$ cat src/rtl/key_entry_ctrl.sv
// key_entry_ctrl: turns raw DE2 pushbuttons and slide switches into a 16-bit
// entry value for the hex display path. Each key is synchronised, debounced and
// edge-detected. Each accepted press triggers one action on the entry register.
//
// Ports:
//   CLOCK_50     in   system clock, all state changes on its rising edge
//   RESET        in   synchronous active-high reset
//   KEY[3:0]     in   raw pushbuttons, active-low, asynchronous
//   SW[15:0]     in   slide switches, quasi-static, used unsynchronised
//   VALUE[15:0]  out  entry register
//   VALUE_VALID  out  set by load/shift, cleared by clear
//   KEY_LEVEL    out  debounced key state, active-high
//   KEY_PRESSED  out  one-cycle pulse per accepted press
//
// Key actions, in priority order when pulses coincide:
//   KEY0 clear, KEY3 load SW, KEY2 shift in SW[3:0], KEY1 increment.

module key_entry_ctrl #(
    parameter int unsigned DEBOUNCE_CYCLES = 500000,
    parameter int unsigned CNT_W           = 19
) (
    input  logic        CLOCK_50,
    input  logic        RESET,
    input  logic [3:0]  KEY,
    input  logic [15:0] SW,
    output logic [15:0] VALUE,
    output logic        VALUE_VALID,
    output logic [3:0]  KEY_LEVEL,
    output logic [3:0]  KEY_PRESSED
);

    localparam logic [CNT_W-1:0] CntMax = CNT_W'(DEBOUNCE_CYCLES - 1);

    logic [3:0]       sync1_q;
    logic [3:0]       sync2_q;
    logic [CNT_W-1:0] cnt_q [4];
    logic [CNT_W-1:0] cnt_d [4];
    logic [3:0]       level_q;
    logic [3:0]       level_d;
    logic [3:0]       level_prev_q;
    logic [3:0]       pressed_q;
    logic [3:0]       pressed_d;
    logic [15:0]      value_q;
    logic [15:0]      value_d;
    logic             valid_q;
    logic             valid_d;

    // Debounce: count consecutive synchronised samples that disagree with the
    // accepted level; any agreeing sample restarts the run.
    always_comb begin
        level_d = level_q;
        for (int i = 0; i < 4; i++) begin
            cnt_d[i] = '0;
            if (sync2_q[i] != level_q[i]) begin
                // Raw key is active-low, so sync2 != level means "stable".
                cnt_d[i] = '0;
            end else if (cnt_q[i] == CntMax) begin
                level_d[i] = ~level_q[i];
                cnt_d[i]   = '0;
            end else begin
                cnt_d[i] = cnt_q[i] + CNT_W'(1);
            end
        end
    end

    // Rising edge of the debounced level only; releases never pulse.
    always_comb begin
        pressed_d = level_q & ~level_prev_q;
    end

    always_comb begin
        value_d = value_q;
        valid_d = valid_q;
        if (pressed_q[0]) begin
            value_d = 16'h0000;
            valid_d = 1'b0;
        end else if (pressed_q[3]) begin
            value_d = SW;
            valid_d = 1'b1;
        end else if (pressed_q[2]) begin
            value_d = {value_q[11:0], SW[3:0]};
            valid_d = 1'b1;
        end else if (pressed_q[1]) begin
            value_d = value_q + 16'd1;
        end
    end

    always_ff @(posedge CLOCK_50) begin
        if (RESET) begin
            sync1_q      <= 4'hF;
            sync2_q      <= 4'hF;
            level_q      <= 4'h0;
            level_prev_q <= 4'h0;
            pressed_q    <= 4'h0;
            value_q      <= 16'h0000;
            valid_q      <= 1'b0;
            for (int i = 0; i < 4; i++) begin
                cnt_q[i] <= '0;
            end
        end else begin
            sync1_q      <= KEY;
            sync2_q      <= sync1_q;
            level_q      <= level_d;
            level_prev_q <= level_q;
            pressed_q    <= pressed_d;
            value_q      <= value_d;
            valid_q      <= valid_d;
            for (int i = 0; i < 4; i++) begin
                cnt_q[i] <= cnt_d[i];
            end
        end
    end

    assign VALUE       = value_q;
    assign VALUE_VALID = valid_q;
    assign KEY_LEVEL   = level_q;
    assign KEY_PRESSED = pressed_q;

endmodule

$ cat config.mk
export PLATFORM = sky130hd
export DESIGN_NAME = key_entry_ctrl
export DESIGN_NICKNAME = d
export VERILOG_FILES = /design/src/rtl/key_entry_ctrl.sv
export SDC_FILE = /design/constraint.sdc
export NUM_CORES = 1
export LEC_CHECK = 0
export CORE_MARGIN = 3
export CORE_UTILIZATION = 50
export CTS_CLUSTER_SIZE = 25
export DETAILED_ROUTE_END_ITERATION = 10
export GPL_ROUTABILITY_DRIVEN = 0
export PLACE_DENSITY = 0.8
export SETUP_SLACK_MARGIN = 0.1
export SKIP_LAST_GASP = 1
export SYNTH_ARGS = -nofsm -noshare
export SYNTH_HDL_FRONTEND = slang
export SYNTH_SLANG_ARGS = --single-unit
$ cat constraint.sdc
create_clock -name CLOCK_50 -period 3.6 [get_ports CLOCK_50]
set_input_delay 0.72 -clock CLOCK_50 [delete_from_list [all_inputs] [get_ports CLOCK_50]]
set_output_delay 0.72 -clock CLOCK_50 [all_outputs]
set_load 0.02 [all_outputs]
# Word-level counts from Yosys, hierarchy flattened
# Memory sizes are Yosys's and may differ from the RTL's.
# Index checks and enable logic that the tools add are counted.
[op_classes]
reduce_logical = 7
muxes = 20
addsub = 5
eq_ne = 8
n_bitwise = 14
[ops]
columns = ["cell", "n"]
rows = [
  ["$mux W19", 12],
  ["$add A19 B1 Y19 const B", 4],
  ["$eq A19 B19 Y1 const B", 4],
  ["$mux W16", 3],
  ["$add A16 B1 Y16 const B", 1],
  ["$not A1 Y1", 8],
  ["$reduce_and A2 Y1", 4],
  ["$mux W1", 5],
  ["$and A4 B4 Y4", 1],
  ["$ne A1 B1 Y1", 4],
  ["$not A4 Y4", 1],
  ["$or A1 B1 Y1", 4],
  ["$reduce_bool A3 Y1", 1],
  ["$reduce_bool A2 Y1", 1],
  ["$reduce_or A2 Y1", 1],
]
[totals]
input_bits = 22
ff_bits = 37
n_memories = 1
output_inout_bits = 25
word_cells = 65
ram_bits = 76
[memory_table]
columns = ["name", "depth", "width", "rd", "rd_clocked_by_memory_dff", "write_ports", "line_no", "rtl"]
rows = [
  ["cnt_q", 4, 19, 4, 0, 4, "36", "logic [CNT_W-1:0] cnt_q [4];"],
]

# Longest topological paths before layout
[depth]
depth_word = 4
ltp_mapped = 6
depth_no_buf = 5

# Worst setup path after synthesis
# No wires, ideal clock.
[synth_timing]
path_kind = "reg2reg"
from = "register value_q[0] (netlist: VALUE[0])"
to = "register value_q[14] (netlist: VALUE[14])"
path_stages_with_launch = 6
synth_period_minus_slack_ns = 1.897
slack_ns = 1.703
path_buffers = 0
t_arrival_ns = 1.811
t_required_ns = 3.514
setup_ns = 0.086
cell_sequence = "dfxtp_1 ha_1 nand3_1 nor4_1 mux2_2 a211oi_1"
[synth_via]
elab_chain_len = 4
[synth_lines]
columns = ["element", "line_no", "rtl"]
rows = [
  ["from (decl)", "43", "logic [15:0] value_q;"],
  ["from (signal assigned)", "106", "value_q <= value_d;"],
  ["$add A16 B1 Y16", "84", "value_d = value_q + 16'd1;"],
  ["$mux W16", "83", "end else if (pressed_q[1]) begin"],
  ["$mux W16", "80", "end else if (pressed_q[2]) begin"],
  ["$mux W16", "77", "end else if (pressed_q[3]) begin"],
]
# Every way passes these cells. The select of a mux whose other input is x is not followed.
# A chain may end at the register's enable or synchronous reset.

# Worst setup path in the final report
[layout_timing]
from = "register pressed_q[2] (netlist: KEY_PRESSED[2])"
to = "output KEY_PRESSED[2]"
[layout_lines]
columns = ["element", "line_no", "rtl"]
rows = [
  ["from (decl)", "41", "logic [3:0] pressed_q;"],
  ["from (signal assigned)", "105", "pressed_q <= pressed_d;"],
  ["to (decl)", "29", "output logic [3:0] KEY_PRESSED"],
]
# No word-level cell between the ends.

==> flow_metrics.py <==
metrics = {
    "power": {
        "clockPowerShare_pct": 54.4,
        "seqPwrFrac_pct": 43.7,
        "p_leak_nw": 1.929,
        "pwr-share-comb_pct": 1.9,
        "p_switching_uw": 555.4,
        "internal_power_mw": 2.336,
        "p_sw_share_pct": 19.21,
        "total_power_mw": 2.892,
        "ir_drop_uv": 370.5,
        "power.density_mw_per_mm2": 455.0,
    },
    "layout": {
        "area_growth_pct": 21.13,
        "drive_gt1_share_pct": 7.440,
        "fin_cells": 805,
        "layout_common_cells": "113 x dfxtp_1, 100 x nor2_1, 50 x xnor2_1",
        "design_area_mm2": 0.006355,
        "fin_nets": 688,
        "final_common_cell": "dfxtp_1",
        "antenna_cells": 0,
        "fill_cells": 815,
    },
    "worst_setup_path": {
        "crit_path_max_incr_delay_ns": 0.82,
        "crit_family": "flip-flops",
        "reg2reg_from": "cnt_q[2][0]",
        "timing.rr.end": "cnt_q[2][10]",
        "reg2reg_depth": 5,
        "setup.worst_path.end_class": "output pin",
        "cp_cell_sequence": "clkdlybuf4s50_1",
        "ff2ff_setup_slack_ns": 1.22,
        "cp_max_fo": 22,
        "cp.buffers_inverters": 1,
        "crit_arrival_ns": 2.07,
        "required_ns": 2.88,
        "crit_slowest_cell": "dfxtp_1",
        "crit_path_start_kind": "register",
        "worstSetupPathType": "reg2out",
    },
    "place": {
        "portBuffers": 46,
        "dp_slack_ns": 0.7485,
        "placed_cell_area_mm2": 0.005793,
        "place_hpwl_mm": 7.787,
        "dp_cells": 775,
    },
    "sta": {
        "rsz0062_at_grt": "false",
        "tightest_slew_ns": 1.332,
        "setup-tns-final_ns": 0,
        "drv_slew": 0,
        "setup_viol": 0,
        "finalCriticalPeriod_ns": 2.793,
        "finalWorstSetupSlack_ns": 0.8072,
        "fin_worst_skew_ns": 0.007423,
        "period_share_pct": 77.58,
        "fmax_ghz": 0.3581,
        "worst_slew_margin_rel_pct": 10.63,
        "hold_viol": 0,
    },
    "die": {
        "io_pins": 47,
        "rows": 36,
        "dieArea_mm2": 0.01176,
        "die_w_um": 108.4,
        "core_area_mm2": 0.01000,
        "die-height_um": 108.4,
        "start_util_pct": 52.46,
    },
    "outcome": {
        "status": "completed",
    },
    "detailed_routing": {
        "wl_per_cell_um": 14.32,
        "firstDrtPassIters": 4,
        "wirelength_mm": 11.53,
        "antenna_left": 0,
        "first_iter_violations": 319,
        "via_count": 4680,
        "via_per_inst": 5.814,
        "drc_errors": 0,
    },
    "clocking": {
        "root_buffer": "clkbuf_8",
        "hold_buffers": 0,
        "post_cts_buffers": 0,
        "clk_pin_slew_ns": 0.05,
        "cts_tree": "done",
        "clock_path_buffers": 2,
        "clock_sinks": 113,
        "insertion_delay_ns": 0.51,
        "cts_buffers": 17,
        "htreeDepth": 4,
        "cts_resized": 0,
    },
    "global_routing": {
        "grt_pass1_wl_mm": 19.75,
        "antenna_found_initial": 0,
        "overflow": 0,
        "grt_pass1_vias": 4403,
        "grt_usage_pct": 20.80,
        "grt_max_degree": 27,
    },
    "worst_hold_path": {
        "hold_end": "KEY_PRESSED[2]",
        "hp-start": "level_prev_q[2]",
        "min_path_cells": 1,
        "hp-class": "reg2reg",
    },
    "logic_synthesis": {
        "synth.distinct_cells": 50,
        "netlist_area_mm2": 0.005246,
        "postSynthAreaPerCell_um2": 8.517,
        "synth_edf_count": 0,
        "syn-num-nets": 643,
        "synth_warnings": 0,
        "synthCells": 616,
        "ys_ff_latch": 113,
        "yosysSeqAreaShare_pct": 43.12,
        "ys.flop_type": "dfxtp_1",
        "async_reset_ff_share_pct": 0,
    },
    "flow_run": {
        "drv_cap": 0,
    },
}
[power groups by stage]
stage / logic, mW / registers [mW] / clock network [mW]
3_3_place_gp: 0.0538 / 1.29 / 0
3_5_place_dp: 0.0549 / 1.29 / 0
5_1_grt: 0.0607 / 1.26 / 1.67
6_report: 0.0554 / 1.26 / 1.57
4_1_cts: 0.0553 / 1.26 / 1.60
2_1_floorplan: 0.0227 / 1.29 / 0
[kinds of logic after synthesis]
group / Yosys count / share of synthesized area [%]
compound gates: 80 / 9.946
flops: 113 / 43.12
mux: 8 / 1.669
buf+inv: 45 / 3.387
fa+ha+maj: 5 / 1.192
xor+xnor: 65 / 10.85
simple gates: 300 / 29.84
[metrics by stage]
stage | utilization, % | hold WS (ns)
finish | 63.55 | 0.3808
global route | 63.55 | 0.3936
CTS | 63.55 | 0.3835
detailed placement | 57.93 | 0.3766
global placement | 57.93 | 0.3708
floorplan | - | 0.3674
[registers in the layout, indices dropped and copies added, names as in the netlist]
register      flops
KEY_LEVEL         4
KEY_PRESSED       4
VALUE            16
VALUE_VALID       1
cnt_q            76
level_prev_q      4
sync1_q           4
sync2_q           4
[per-layer routing]
metal | global-route usage [%] | routed length, um | vias to the layer above | share of wire (%)
met5 | 0 | 0 | - | 0
met4 | 7.124 | 152 | 0 | 1.3
met3 | 6.388 | 781 | 21 | 6.8
met2 | 33.98 | 5558 | 148 | 48
met1 | 26.05 | 5039 | 2215 | 44
li1 | - | - | 2296 | -
[synth_stat cells (all sizes together), types with 5 or more instances]
library cell	instances	share of area (%)
or4	5	0.72
nor4b	5	0.83
mux2	6	1.3
and3	7	0.83
a21oi	20	1.9
dfxtp	113	43
or2	13	1.6
o211ai	5	0.72
nand4	30	4.1
buf	6	0.55
nor2b	8	0.95
xnor2	50	8.3
nand3	29	2.9
clkbuf	15	1.1
nor3	24	2.3
inv	24	1.7
o31ai	5	0.72
a211oi	17	2.4
nand2b	9	1.1
ha	5	1.2
nand2	29	2.1
nor4	26	3.1
o21ai	16	1.5
nor2	100	7.2
xor2	15	2.5
[how the worst max path moves through the flow]
stage / start / endpoint / slack (ns) / depth (start not counted)
after floorplan: VALUE[0] / VALUE[14] / 1.70 / 5
after global routing: KEY_PRESSED[2] / KEY_PRESSED[2] / 0.72 / 1
after detailed placement: RESET / cnt_q[2][10] / 0.75 / 4
after global placement: RESET / cnt_q[1][10] / 0.86 / 4
final: KEY_PRESSED[2] / KEY_PRESSED[2] / 0.81 / 1
after CTS: KEY_PRESSED[2] / KEY_PRESSED[2] / 0.82 / 1
[layout make-up]
type                    count  area (um^2)  share of cell area [%]
inverters                  24        90.09                   1.418
multi-input cells         458         2806                   44.16
flip-flops and latches    113         2262                   35.60
clock buffers              25        484.2                   7.620
clock inverters             5        77.57                   1.221
well taps                 133        166.4                   2.619
repair buffers             47        467.9                   7.364
Note: power is estimated with default switching activity, not from simulation.
